$ cat config.mk
export PLATFORM = sky130hd
export DESIGN_NAME = wb_stage_flat
export DESIGN_NICKNAME = d
export VERILOG_FILES = /design/src/rtl/wb_stage_if.sv /design/src/rtl/wb_stage.sv /design/src/flat_wrapper.sv
export SDC_FILE = /design/constraint.sdc
export NUM_CORES = 1
export LEC_CHECK = 0
export CORE_MARGIN = 1.5
export CORE_UTILIZATION = 38
export CTS_CLUSTER_SIZE = 12
export DETAILED_ROUTE_END_ITERATION = 16
export GPL_TIMING_DRIVEN = 0
export PLACE_DENSITY = 0.95
export SLEW_MARGIN = 25
export SYNTH_ARGS = -nofsm -noshare
export SYNTH_HDL_FRONTEND = slang
export SYNTH_SLANG_ARGS = --single-unit
$ cat constraint.sdc
create_clock -name clk -period 4.11 [get_ports clk]
set_input_delay 1.0275 -clock clk [delete_from_list [all_inputs] [get_ports clk]]
set_output_delay 1.0275 -clock clk [all_outputs]
set_load 0.05 [all_outputs]
$ cat src/rtl/wb_stage_if.sv
// MEM->WB handshake and register-file write port bundle for wb_stage.
// master = MEM-side driver / regfile observer, slave = the write-back stage.
interface wb_stage_if #(
    parameter int DATA_W = 32,
    parameter int CNT_W  = 32
);
    logic              freeze;
    logic              flush;
    logic              in_valid;
    logic              in_wb_en;
    logic              in_mem_r_en;
    logic [4:0]        in_dest;
    logic [DATA_W-1:0] in_alu_res;
    logic [DATA_W-1:0] in_mem_data;
    logic              in_mem_ready;
    logic              Write_EN;
    logic [4:0]        dest;
    logic [DATA_W-1:0] Write_Val;
    logic              stall_req;
    logic [CNT_W-1:0]  retire_cnt;

    modport master (
        output freeze, flush, in_valid, in_wb_en, in_mem_r_en, in_dest,
               in_alu_res, in_mem_data, in_mem_ready,
        input  Write_EN, dest, Write_Val, stall_req, retire_cnt
    );

    modport slave (
        input  freeze, flush, in_valid, in_wb_en, in_mem_r_en, in_dest,
               in_alu_res, in_mem_data, in_mem_ready,
        output Write_EN, dest, Write_Val, stall_req, retire_cnt
    );
endinterface

$ cat src/rtl/wb_stage.sv
// MIPS write-back stage: MEM/WB register, load/ALU select, late-load wait, R0 suppression.
// Optional retire counter enabled by defining WB_RETIRE_CNT_EN.
module wb_stage #(
    parameter int DATA_W = 32,
    parameter int CNT_W  = 32
) (
    input  logic      clk,
    input  logic      rst,
    wb_stage_if.slave bus
);
    typedef enum logic [1:0] {
        EMPTY     = 2'd0,
        VALID     = 2'd1,
        WAIT_LOAD = 2'd2
    } state_t;

    state_t            r_state;
    logic              r_wb_en;
    logic [4:0]        r_dest;
    logic [DATA_W-1:0] r_data;
    logic              r_wr_en;

    logic w_capture;
    logic w_take;
    logic w_late_load;
    logic w_load_done;
    logic w_retire;

    // WAIT_LOAD ignores freeze and flush; it only listens to in_mem_ready.
    assign w_capture   = (r_state != WAIT_LOAD) && !bus.freeze;
    assign w_take      = w_capture && !bus.flush && bus.in_valid;
    assign w_late_load = w_take && bus.in_mem_r_en && !bus.in_mem_ready;
    assign w_load_done = (r_state == WAIT_LOAD) && bus.in_mem_ready;

    // First VALID cycle of an entry that actually writes a non-R0 register.
    assign w_retire = (w_take && !w_late_load && bus.in_wb_en && (bus.in_dest != 5'd0))
                   || (w_load_done && r_wb_en && (r_dest != 5'd0));

    always_ff @(posedge clk or posedge rst) begin
        if (rst) begin
            r_state <= EMPTY;
            r_wb_en <= 1'b0;
            r_dest  <= 5'd0;
            r_data  <= '0;
            r_wr_en <= 1'b0;
        end else begin
            if (w_load_done) begin
                r_state <= VALID;
                r_data  <= bus.in_mem_data;
            end else if (w_capture) begin
                if (!w_take) begin
                    r_state <= EMPTY;
                    r_wb_en <= 1'b0;
                end else begin
                    r_wb_en <= bus.in_wb_en;
                    r_dest  <= bus.in_dest;
                    if (w_late_load) begin
                        r_state <= WAIT_LOAD;
                    end else begin
                        r_state <= VALID;
                        r_data  <= bus.in_mem_r_en ? bus.in_mem_data : bus.in_alu_res;
                    end
                end
            end
            // Held VALID under freeze keeps re-issuing the same idempotent write.
            r_wr_en <= w_retire || (r_wr_en && !w_capture);
        end
    end

    assign bus.Write_EN  = r_wr_en;
    assign bus.dest      = r_dest;
    assign bus.Write_Val = r_data;
    assign bus.stall_req = (r_state == WAIT_LOAD);

`ifdef WB_RETIRE_CNT_EN
    logic [CNT_W-1:0] r_retire_cnt;

    always_ff @(posedge clk or posedge rst) begin
        if (rst)
            r_retire_cnt <= '0;
        else if (w_retire)
            r_retire_cnt <= r_retire_cnt + CNT_W'(1);
    end

    assign bus.retire_cnt = r_retire_cnt;
`else
    assign bus.retire_cnt = '0;
`endif

endmodule

$ cat src/flat_wrapper.sv
// flat-port wrapper written by rule: the top's interface ports become plain ports
module wb_stage_flat 
#(
    parameter int DATA_W = 32,
    parameter int CNT_W  = 32
)
  (clk, rst, bus_freeze, bus_flush, bus_in_valid, bus_in_wb_en, bus_in_mem_r_en, bus_in_dest, bus_in_alu_res, bus_in_mem_data, bus_in_mem_ready, bus_Write_EN, bus_dest, bus_Write_Val, bus_stall_req, bus_retire_cnt);
  wb_stage_if #(.DATA_W(DATA_W), .CNT_W(CNT_W)) bus_i ();
  input  logic clk;
  input  logic rst;
  input wire logic [$bits(bus_i.freeze)-1:0] bus_freeze;
  input wire logic [$bits(bus_i.flush)-1:0] bus_flush;
  input wire logic [$bits(bus_i.in_valid)-1:0] bus_in_valid;
  input wire logic [$bits(bus_i.in_wb_en)-1:0] bus_in_wb_en;
  input wire logic [$bits(bus_i.in_mem_r_en)-1:0] bus_in_mem_r_en;
  input wire logic [$bits(bus_i.in_dest)-1:0] bus_in_dest;
  input wire logic [$bits(bus_i.in_alu_res)-1:0] bus_in_alu_res;
  input wire logic [$bits(bus_i.in_mem_data)-1:0] bus_in_mem_data;
  input wire logic [$bits(bus_i.in_mem_ready)-1:0] bus_in_mem_ready;
  output wire logic [$bits(bus_i.Write_EN)-1:0] bus_Write_EN;
  output wire logic [$bits(bus_i.dest)-1:0] bus_dest;
  output wire logic [$bits(bus_i.Write_Val)-1:0] bus_Write_Val;
  output wire logic [$bits(bus_i.stall_req)-1:0] bus_stall_req;
  output wire logic [$bits(bus_i.retire_cnt)-1:0] bus_retire_cnt;
  assign bus_i.freeze = bus_freeze;
  assign bus_i.flush = bus_flush;
  assign bus_i.in_valid = bus_in_valid;
  assign bus_i.in_wb_en = bus_in_wb_en;
  assign bus_i.in_mem_r_en = bus_in_mem_r_en;
  assign bus_i.in_dest = bus_in_dest;
  assign bus_i.in_alu_res = bus_in_alu_res;
  assign bus_i.in_mem_data = bus_in_mem_data;
  assign bus_i.in_mem_ready = bus_in_mem_ready;
  assign bus_Write_EN = bus_i.Write_EN;
  assign bus_dest = bus_i.dest;
  assign bus_Write_Val = bus_i.Write_Val;
  assign bus_stall_req = bus_i.stall_req;
  assign bus_retire_cnt = bus_i.retire_cnt;
  wb_stage #(.DATA_W(DATA_W), .CNT_W(CNT_W)) u_core (.clk(clk), .rst(rst), .bus(bus_i));
endmodule
==> results.yml <==
logic_synthesis:
  dominant_register_cell_in_the_synthesized_netlist: "sky130_fd_sc_hd__dfrtp_1"
  synth_area_in_adders_pct: 0
  synth_top_family_by_area: "compound AO/OA/AOI/OAI gates"
  synthCells: 188
  netlist-cell-type-count: 27
  synth_async_sr_flop_share_pct: 100
  post_synth_and_or_nand_nor_area_fraction_pct: 5.16
  synth_seq_cells: 41
  yosys_synthesis_warning_count: 0
  synth_xor_area_share_pct: 0
  synth_mux_area_share_pct: 2.70
  synth_enable_flop_cells: 0
  seq_area_frac_synth_pct: 49.2
  synthesis.area_sq_mm: 0.00209
  synth-compound-area-share_pct: 26.8
  syn_avg_cell_area_sq_um: 11.1
setup_path:
  path_delay_family: "buffers and inverters"
  critical_path.max_fanout: 10
  crit_chain: "nor2b_1, buf_6, clkdlybuf4s50_1"
  reg2regPathDepth: 6
  ff2ff_setup_slack_ns: 2.56
  r2r_end: "u_core.bus.Write_Val[22]$_DFFE_PP0P_"
  critPathBufInv: 2
  setup.worst_path.start: "u_core.r_state[0]$_DFFE_PP0P_"
  start_kind: "flop"
  timing.critical_path.to_type: "output pin"
  r2r_start: "u_core.r_state[1]$_DFFE_PP0P_"
  worstSetupPathType: "flop to output pin"
  critPathSlowestCell: "sky130_fd_sc_hd__clkdlybuf4s50_1"
  longest_individual_stage_delay_on_the_worst_path_ns: 0.81
  critPathArrivalTime_ns: 1.79
  worst_ep_required_time_ns: 3.08
drt:
  antenna_violating_nets_post_route: 0
  detail_route.drc_violations: 0
  avgRoutedWirePerCell_um: 14.5
  dr_total_vias: 1989
  first_iteration_detailed_routing_drc_count: 71
  number_of_optimization_iterations_in_the_first_detailed_route_pass: 4
  routed_wirelength_mm: 6.00
  post_drt_via_cell_ratio: 4.82
place:
  io_buffer_count: 115
  hpwlAfterDp_mm: 4.62
  placedCellCount: 405
  placement.setup.worst_slack_ns: 1.40
  routabilityCongestion: 0.758
clocking:
  worst_skew_pair.late_latency_ns: 0.29
  cts-resized-gates: 0
  ctsLongestPathBuffers: 2
  cts_root_buf: "sky130_fd_sc_hd__clkbuf_8"
  cts_hold_buf: 0
  cts.repair_timing.setup_buffer_count: 0
  sink_count_of_the_clock_tree: 41
  cts_htree_levels: 2
  clk_transition_reported_paths_ns: 0.07
  cts_tree: "yes"
  cts_buffers: 5
power:
  comb_power_share_pct: 49.0
  vdd_ir_drop_max_uv: 434
  p_per_area_mw_per_mm2: 482
  power.switching_mw: 0.708
  intPower_mw: 1.02
  p_clk_share_pct: 19.2
  power.total_mw: 1.73
  power.leakage_nw: 1.57
  sequential_power_share_pct: 31.7
  sw_frac_of_total_pct: 40.9
global_route:
  largest_net_degree_at_the_start_of_global_routing: 24
  grt_use_total_pct: 20.6
  first_pass_grt_wire_length_mm: 9.85
  grt_antenna_before_repair: 0
  first_global_vias: 2087
  gr-total-overflow: 0
floorplan:
  die-width_um: 77.1
  std_cell_rows: 26
  core_area_sq_mm: 0.00520
  fp.dieH_um: 77.1
  floorplan.die_area_sq_mm: 0.00594
  floorplan.io_pins: 148
  initial_core_utilization_pct: 40.1
cells_and_area:
  finish.utilization_pct: 68.9
  num-fill-cells: 420
  drive_above_1_share_pct: 18.7
  finish.cell_count_without_fillers: 413
  fin_nets: 419
  synthToLayoutAreaGrowth_pct: 71.9
  num_antenna_cells: 0
sta:
  tightest_slew_ns: 0.542
  post-route-min-period_ns: 2.81
  worst_path_setup_slack_after_routing_ns: 1.30
  timing.final.hold_violations: 0
  timing.max_slew.rel_slack_pct: 63.7
  grt_setup_unrepaired: "false"
  fin_worst_skew_ns: 0.00996
  drv_slew: 0
  min_period_over_period_pct: 68.5
  fin_tns_setup_ns: 0
  timing.fmax_mhz: 355
  setup-violations-final: 0
min_path:
  hold-path-cell-count: 1
  hold_path_end: "u_core.bus.Write_Val[6]$_DFFE_PP0P_"
  hold_path.class: "flop to flop"
  worstHoldStart: "u_core.bus.Write_Val[6]$_DFFE_PP0P_"
outcome:
  outcome: "finished, final reports clean"
job:
  timing.max_cap.violations: 0
[cell type report]
class	instances	area, sq um	share of cell area [%]
Timing Repair Buffer	116	1180	32.9
Sequential cell	41	1030	28.6
Multi-Input combinational cell	129	842	23.5
Buffer	46	323	9.01
Tap cell	70	87.6	2.44
Clock buffer	7	86.3	2.41
Clock inverter	1	30.0	0.838
Inverter	3	11.3	0.314
[logic make-up (layout without fill, tap and decap cells)]
family                 count (synthesis)  in the layout
AOI/OAI and AO/OA                     75             75
buffers and inverters                 49            173
DFF                                   41             41
muxes                                  5              5
other                                  1             32
and+or+nand+nor                       17             17
[worst register-to-register path, cell delays in order, from the launching register on]
cell	delay [ns]
sky130_fd_sc_hd__dfrtp_1	0.40
sky130_fd_sc_hd__nor2b_1	0.14
sky130_fd_sc_hd__buf_6	0.13
sky130_fd_sc_hd__o21ai_2	0.22
sky130_fd_sc_hd__buf_2	0.27
sky130_fd_sc_hd__o22ai_1	0.12
sky130_fd_sc_hd__a2bb2oi_1	0.18
[worst max path at each step]
stage / to / cells after the start / slack [ns]
after global placement: u_core.bus.dest[0]$_DFFE_PP0P_ / 2 / 1.32
after CTS: bus_stall_req / 3 / 1.28
after global routing: bus_stall_req / 3 / 1.23
after detailed placement: u_core.bus.Write_Val[22]$_DFFE_PP0P_ / 5 / 1.40
after floorplan: u_core.bus.Write_EN$_DFF_PP0_ / 5 / 2.13
final: bus_stall_req / 3 / 1.30
[power groups by stage]
stage	registers [mW]	clock network (mW)	logic (mW)
after global routing	0.561	0.355	0.883
after global placement	0.551	0	0.836
after detailed placement	0.554	0	0.848
final	0.549	0.332	0.848
after CTS	0.548	0.339	0.851
after floorplan	0.869	0	0.228
[Yosys cell counts (all sizes together), types with 2 or more instances]
library cell,number,share of area [%]
dfrtp,41,49
nor3b,2,1.3
nor2,4,0.72
mux2,5,2.7
inv,3,0.54
a2bb2oi,31,13
o21ai,7,1.9
o22ai,32,9.6
buf,46,15
nand3,2,0.48
nand2,4,0.84
[per-stage QoR]
stage / instance area, sq um / hold slack [ns]
3_5_place_dp: 3470 / 0.494
5_1_grt: 3580 / 0.555
4_1_cts: 3580 / 0.511
3_3_place_gp: 3440 / 0.482
6_report: 3580 / 0.506
2_1_floorplan: 2200 / 0.474
[cell usage in the layout, fill, tap and decap left out]
master / instances
sky130_fd_sc_hd__a32o_1: 1
sky130_fd_sc_hd__clkbuf_1: 1
sky130_fd_sc_hd__nor2_1: 4
sky130_fd_sc_hd__a2111o_1: 1
sky130_fd_sc_hd__nor3b_4: 1
sky130_fd_sc_hd__buf_4: 32
sky130_fd_sc_hd__o21ai_2: 1
sky130_fd_sc_hd__nand2_2: 1
sky130_fd_sc_hd__inv_1: 2
sky130_fd_sc_hd__clkdlybuf4s50_1: 115
sky130_fd_sc_hd__mux2_2: 5
sky130_fd_sc_hd__nor3b_1: 1
sky130_fd_sc_hd__o2bb2a_1: 1
sky130_fd_sc_hd__o22ai_1: 32
sky130_fd_sc_hd__nand3_1: 2
sky130_fd_sc_hd__buf_16: 1
sky130_fd_sc_hd__nand4_1: 1
sky130_fd_sc_hd__nor2b_1: 1
sky130_fd_sc_hd__a2bb2oi_1: 31
sky130_fd_sc_hd__dfrtp_1: 41
sky130_fd_sc_hd__bufinv_16: 1
sky130_fd_sc_hd__o21ai_0: 6
sky130_fd_sc_hd__buf_6: 2
sky130_fd_sc_hd__conb_1: 32
sky130_fd_sc_hd__a21o_1: 1
sky130_fd_sc_hd__or4_1: 1
sky130_fd_sc_hd__clkbuf_8: 6
sky130_fd_sc_hd__nand2b_4: 1
sky130_fd_sc_hd__nand2_1: 3
sky130_fd_sc_hd__inv_2: 1
sky130_fd_sc_hd__buf_2: 12
sky130_fd_sc_hd__o22a_1: 1
sky130_fd_sc_hd__nor3_1: 1
[layer usage]
| layer | global-route usage [%] | part of all wire (%) | vias up | wire [um] |
|---|---|---|---|---|
| met1 | 23.7 | 40 | 938 | 2380 |
| met2 | 36.6 | 51 | 89 | 3050 |
| met4 | 4.36 | 0.80 | 0 | 48 |
| met3 | 7.26 | 8.6 | 6 | 513 |
| li1 | - | - | 956 | - |
| met5 | 0 | 0 | - | 0 |
[flip-flops by register name, summed over array words and instances, names as in the netlist]
register and cells:
u_core.bus.Write_Val 32, u_core.bus.dest 5, u_core.bus.Write_EN 1, u_core.r_wb_en 1
u_core.r_state 2
Power figures use the tool's default switching activity.
